==> src/rtl/and1_sync.sv <==
// Registered bitwise AND with valid qualification and result flags.
// Free-running pipeline of G_LATENCY stages; flags land with the final stage.
module and1_sync #(
    parameter int G_WIDTH   = 8,
    parameter int G_LATENCY = 1,
    localparam int PW       = $clog2(G_WIDTH + 1)
) (
    input  logic               clk,
    input  logic               rst_n,
    input  logic               in_valid,
    input  logic [G_WIDTH-1:0] a,
    input  logic [G_WIDTH-1:0] b,
    output logic               out_valid,
    output logic [G_WIDTH-1:0] c,
    output logic               c_zero,
    output logic               c_ones,
    output logic [PW-1:0]      c_popcnt
);

    logic [G_WIDTH-1:0] stg_q [G_LATENCY];
    logic [G_WIDTH-1:0] stg_d [G_LATENCY];
    logic               vld_q [G_LATENCY];
    logic               vld_d [G_LATENCY];
    logic [PW-1:0]      cnt;
    logic               zero_q;
    logic               ones_q;
    logic [PW-1:0]      cnt_q;

    always_comb begin
        stg_d[0] = a & b;
        vld_d[0] = in_valid;
        for (int i = 1; i < G_LATENCY; i++) begin
            stg_d[i] = stg_q[i-1];
            vld_d[i] = vld_q[i-1];
        end
    end

    // Flags derive from the word entering the last stage so they stay coherent with c.
    always_comb begin
        cnt = '0;
        for (int i = 0; i < G_WIDTH; i++) begin
            cnt = cnt + PW'(stg_d[G_LATENCY-1][i]);
        end
    end

    always_ff @(posedge clk) begin
        if (!rst_n) begin
            for (int i = 0; i < G_LATENCY; i++) begin
                stg_q[i] <= '0;
                vld_q[i] <= 1'b0;
            end
            zero_q <= 1'b1;
            ones_q <= 1'b0;
            cnt_q  <= '0;
        end else begin
            for (int i = 0; i < G_LATENCY; i++) begin
                stg_q[i] <= stg_d[i];
                vld_q[i] <= vld_d[i];
            end
            zero_q <= (stg_d[G_LATENCY-1] == '0);
            ones_q <= (stg_d[G_LATENCY-1] == '1);
            cnt_q  <= cnt;
        end
    end

    assign out_valid = vld_q[G_LATENCY-1];
    assign c         = stg_q[G_LATENCY-1];
    assign c_zero    = zero_q;
    assign c_ones    = ones_q;
    assign c_popcnt  = cnt_q;

endmodule

==> config.mk <==
export PLATFORM = sky130hd
export DESIGN_NAME = and1_sync
export DESIGN_NICKNAME = d
export VERILOG_FILES = /design/src/rtl/and1_sync.sv
export SDC_FILE = /design/constraint.sdc
export NUM_CORES = 1
export LEC_CHECK = 0
export CAP_MARGIN = 20
export CORE_UTILIZATION = 38
export CTS_CLUSTER_SIZE = 8
export DETAILED_ROUTE_END_ITERATION = 16
export PLACE_DENSITY = 0.77
export SYNTH_ARGS = -nofsm -noshare
export SYNTH_HDL_FRONTEND = slang
export SYNTH_SLANG_ARGS = --single-unit
==> constraint.sdc <==
create_clock -name clk -period 3.89 [get_ports clk]
set_input_delay 0.389 -clock clk [delete_from_list [all_inputs] [get_ports clk]]
set_output_delay 0.389 -clock clk [all_outputs]
set_load 0.05 [all_outputs]
==> tab_implementation.tex <==
\begin{tabular}{lr}
\hline
Metric & Value \\
\hline
\multicolumn{2}{l}{\textbf{Die}} \\
Starting Density & 0.424 \\
Row count & 14 \\
IO Count & 34 \\
X dimension of the die & 43.7 um \\
Die area & 0.00191 sq mm \\
Core Area & 0.00156 sq mm \\
Die outline height & 43.7 um \\
\multicolumn{2}{l}{\textbf{GRT}} \\
Overflow after GRT & 0 \\
Largest net degree at the start of global routing & 9 \\
Vias in the first global route & 517 \\
First-pass GRT wire length & 2230 um \\
Initial antenna violation count & 0 \\
Total global routing track utilization & 0.172 \\
\multicolumn{2}{l}{\textbf{STA}} \\
Crit share post-route & 0.824 \\
Minimum clock period after layout & 3.21 ns \\
Upper clock frequency limit & 312 MHz \\
Setup TNS Final & 0 ns \\
Final Worst Setup Slack & 0.685 ns \\
Final number of max-transition violations & 0 \\
RSZ-0062 raised after global routing & false \\
Hold Worst Slack & 0.693 ns \\
Final Hold Vio Count & 0 \\
Transition time of the tightest slew-check pin & 0.504 ns \\
Final setup fails & 0 \\
Worst rel slew slack & 0.663 \\
\multicolumn{2}{l}{\textbf{Cells and area}} \\
Area grow syn2layout & 57.0\% \\
Register area & 300 sq um \\
Utilization after layout & 0.665 \\
Final cell count without fillers & 118 \\
Non-Filler Cell Area, Final & 0.00104 sq mm \\
Filler Cell Count & 123 \\
Nets & 131 \\
Area taken by multi-input logic gates & 323 sq um \\
Share of post-route cells with drive strength above 1 & 0.0392 \\
Antenna diode count & 0 \\
\multicolumn{2}{l}{\textbf{Logic synthesis}} \\
Cell count after synthesis & 65 \\
Cell accounting for the most synthesized area & dfxtp\_1 \\
Number of distinct library cell variants in the gate-level netlist after synthesis & 16 \\
Combined area of all synthesized cells & 661 sq um \\
Cell types occupying the most area after synthesis & dfxtp\_1, fa\_1, ha\_1, and2\_1, inv\_1 \\
Net Count, Synth & 93 \\
Warnings from Yosys & 0 \\
Number of storage elements in the synthesis netlist & 15 \\
Top-area cell type share of the netlist area & 0.455 \\
Synthesized area per cell & 10.2 sq um \\
Sequential-to-total area share from yosys stat & 0.455 \\
\multicolumn{2}{l}{\textbf{Worst setup path}} \\
Critical-path maximum fanout & 4 \\
Critical Path Start & a[3] \\
Critical path capture point type & register \\
Type of the worst setup path & input pin to register \\
Worst path arrival time & 3.38 ns \\
Critical path capture point & c\_popcnt[2] \\
Worst setup SP type & input pin \\
Required arrival time at the worst endpoint & 4.07 ns \\
\multicolumn{2}{l}{\textbf{Routing}} \\
TritonRoute pass-1 iters & 10 \\
First DRT Iteration DRCs & 15 \\
Via count & 583 \\
WL final & 1370 um \\
Via-to-Cell Ratio & 4.94 \\
Average detailed-routed wire length per instance & 11.6 um \\
Antenna Nets Post-Route & 0 \\
DRC violations left & 3 \\
\multicolumn{2}{l}{\textbf{Power}} \\
Power consumption & 0.379 mW \\
Leakage power figure & 0.459 nW \\
Largest voltage drop on the vdd net & 0.000186 V \\
Power per unit of standard cell area & 365 mW/mm\^{}2 \\
\multicolumn{2}{l}{\textbf{CTS}} \\
Clock Path Buffers & 2 \\
Hold-fix buffers at CTS & 0 \\
CTS H-Tree Depth & 1 \\
Count of clock tree sinks & 15 \\
Clock Root Buffer & clkbuf\_4 \\
Number of buffers inserted during clock tree synthesis & 3 \\
TritonCTS clock tree & yes \\
Number of buffers inserted by post-CTS setup repair & 0 \\
Reg clk slew, reported paths & 0.09 ns \\
Number of instances resized during post-cts repair & 0 \\
\multicolumn{2}{l}{\textbf{Placed design}} \\
DPL Wire Length & 1060 um \\
Worst setup slack before clock tree synthesis & 0.423 ns \\
Total placed instance area & 0.00101 sq mm \\
Placer's final routability congestion estimate & 0.758 \\
\# placed instances & 114 \\
\# port buffers & 33 \\
\multicolumn{2}{l}{\textbf{Min path}} \\
Class of the most critical hold timing path & input pin to register \\
\multicolumn{2}{l}{\textbf{Status}} \\
Status & finished, violations left \\
Violations in the final reports & DRC \\
\multicolumn{2}{l}{\textbf{Job}} \\
Count of maximum capacitance violations & 0 \\
\hline
\end{tabular}
placed cells by master (no fill, tap or decap):
cell | synthesis | routed
and3_1 | 3 | 3
clkbuf_1 | 0 | 1
nor2_1 | 7 | 7
and2_1 | 7 | 7
a41o_1 | 1 | 1
nand3_1 | 2 | 2
a22oi_1 | 1 | 1
nor4_2 | 1 | 1
a21oi_1 | 1 | 1
a222oi_1 | 1 | 1
dfxtp_1 | 15 | 15
clkdlybuf4s50_1 | 0 | 33
fa_1 | 4 | 4
clkbuf_4 | 0 | 3
nand4_1 | 2 | 2
nand2_1 | 4 | 4
xor2_1 | 1 | 1
ha_1 | 5 | 5
inv_1 | 10 | 10
per-layer routing:
layer  part of all wire  global-route usage  wire length (um)  vias to the layer above
li1                   -                   -                 -                      284
met3              0.075              0.0792               103                        5
met2               0.47               0.257               647                       25
met4              0.033               0.119                46                        0
met1               0.42               0.194               577                      269
met5                  0                   0                 0                        -
sequential cells by signal, indices dropped and copies added, names as in the netlist:
register	cells
c_popcnt	4
stg_q	8
c_zero	1
vld_q	1
c_ones	1
critical path: stages:
cell and delay [ns]:
clkdlybuf4s50_1 0.45, and2_1 0.20, fa_1 0.50, inv_1 0.05, fa_1 0.50, inv_1 0.06, fa_1 0.48, ha_1 0.16
inv_1 0.05, fa_1 0.37, xor2_1 0.14, nor2_1 0.05
worst min path at each step:
stage	from	to	cells after the start
finish	in_valid	vld_q[0]	2
global route	in_valid	vld_q[0]	2
CTS	a[1]	stg_q[0][1]	3
detailed placement	a[1]	stg_q[0][1]	3
global placement	in_valid	vld_q[0]	2
floorplan	rst_n	c_popcnt[0]	1
cells by family (layout without fill, tap and decap cells):
group                    after synthesis  count (layout)  synth area share
AND/OR/NAND/NOR                       26              26             0.210
flip-flops                            15              15             0.455
buffers and inverters                 10              47            0.0568
adder cells (fa/ha/maj)                9               9             0.216
AO/OA/AOI/OAI                          4               4            0.0492
XOR/XNOR                               1               1            0.0133
report_power, final:
group	total, mW	switching [mW]	internal [mW]
Combinational	0.124	0.0718	0.0526
Sequential	0.166	0.00218	0.164
Clock	0.0879	0.0481	0.0398
Total	0.379	0.122	0.257
Yosys cell counts:
cell,n
nand4_1,2
and3_1,3
fa_1,4
dfxtp_1,15
nor2_1,7
a22oi_1,1
nand2_1,4
inv_1,10
a222oi_1,1
nand3_1,2
a21oi_1,1
a41o_1,1
xor2_1,1
ha_1,5
and2_1,7
nor4_2,1
cell type report:
cell class	instances	share of cell area
clock buffers	4	0.0253
inverters	10	0.0362
multi-input cells	40	0.311
flip-flops and latches	15	0.290
well taps	16	0.0193
repair buffers	33	0.318
No activity file was read; power rests on OpenSTA's default activity.
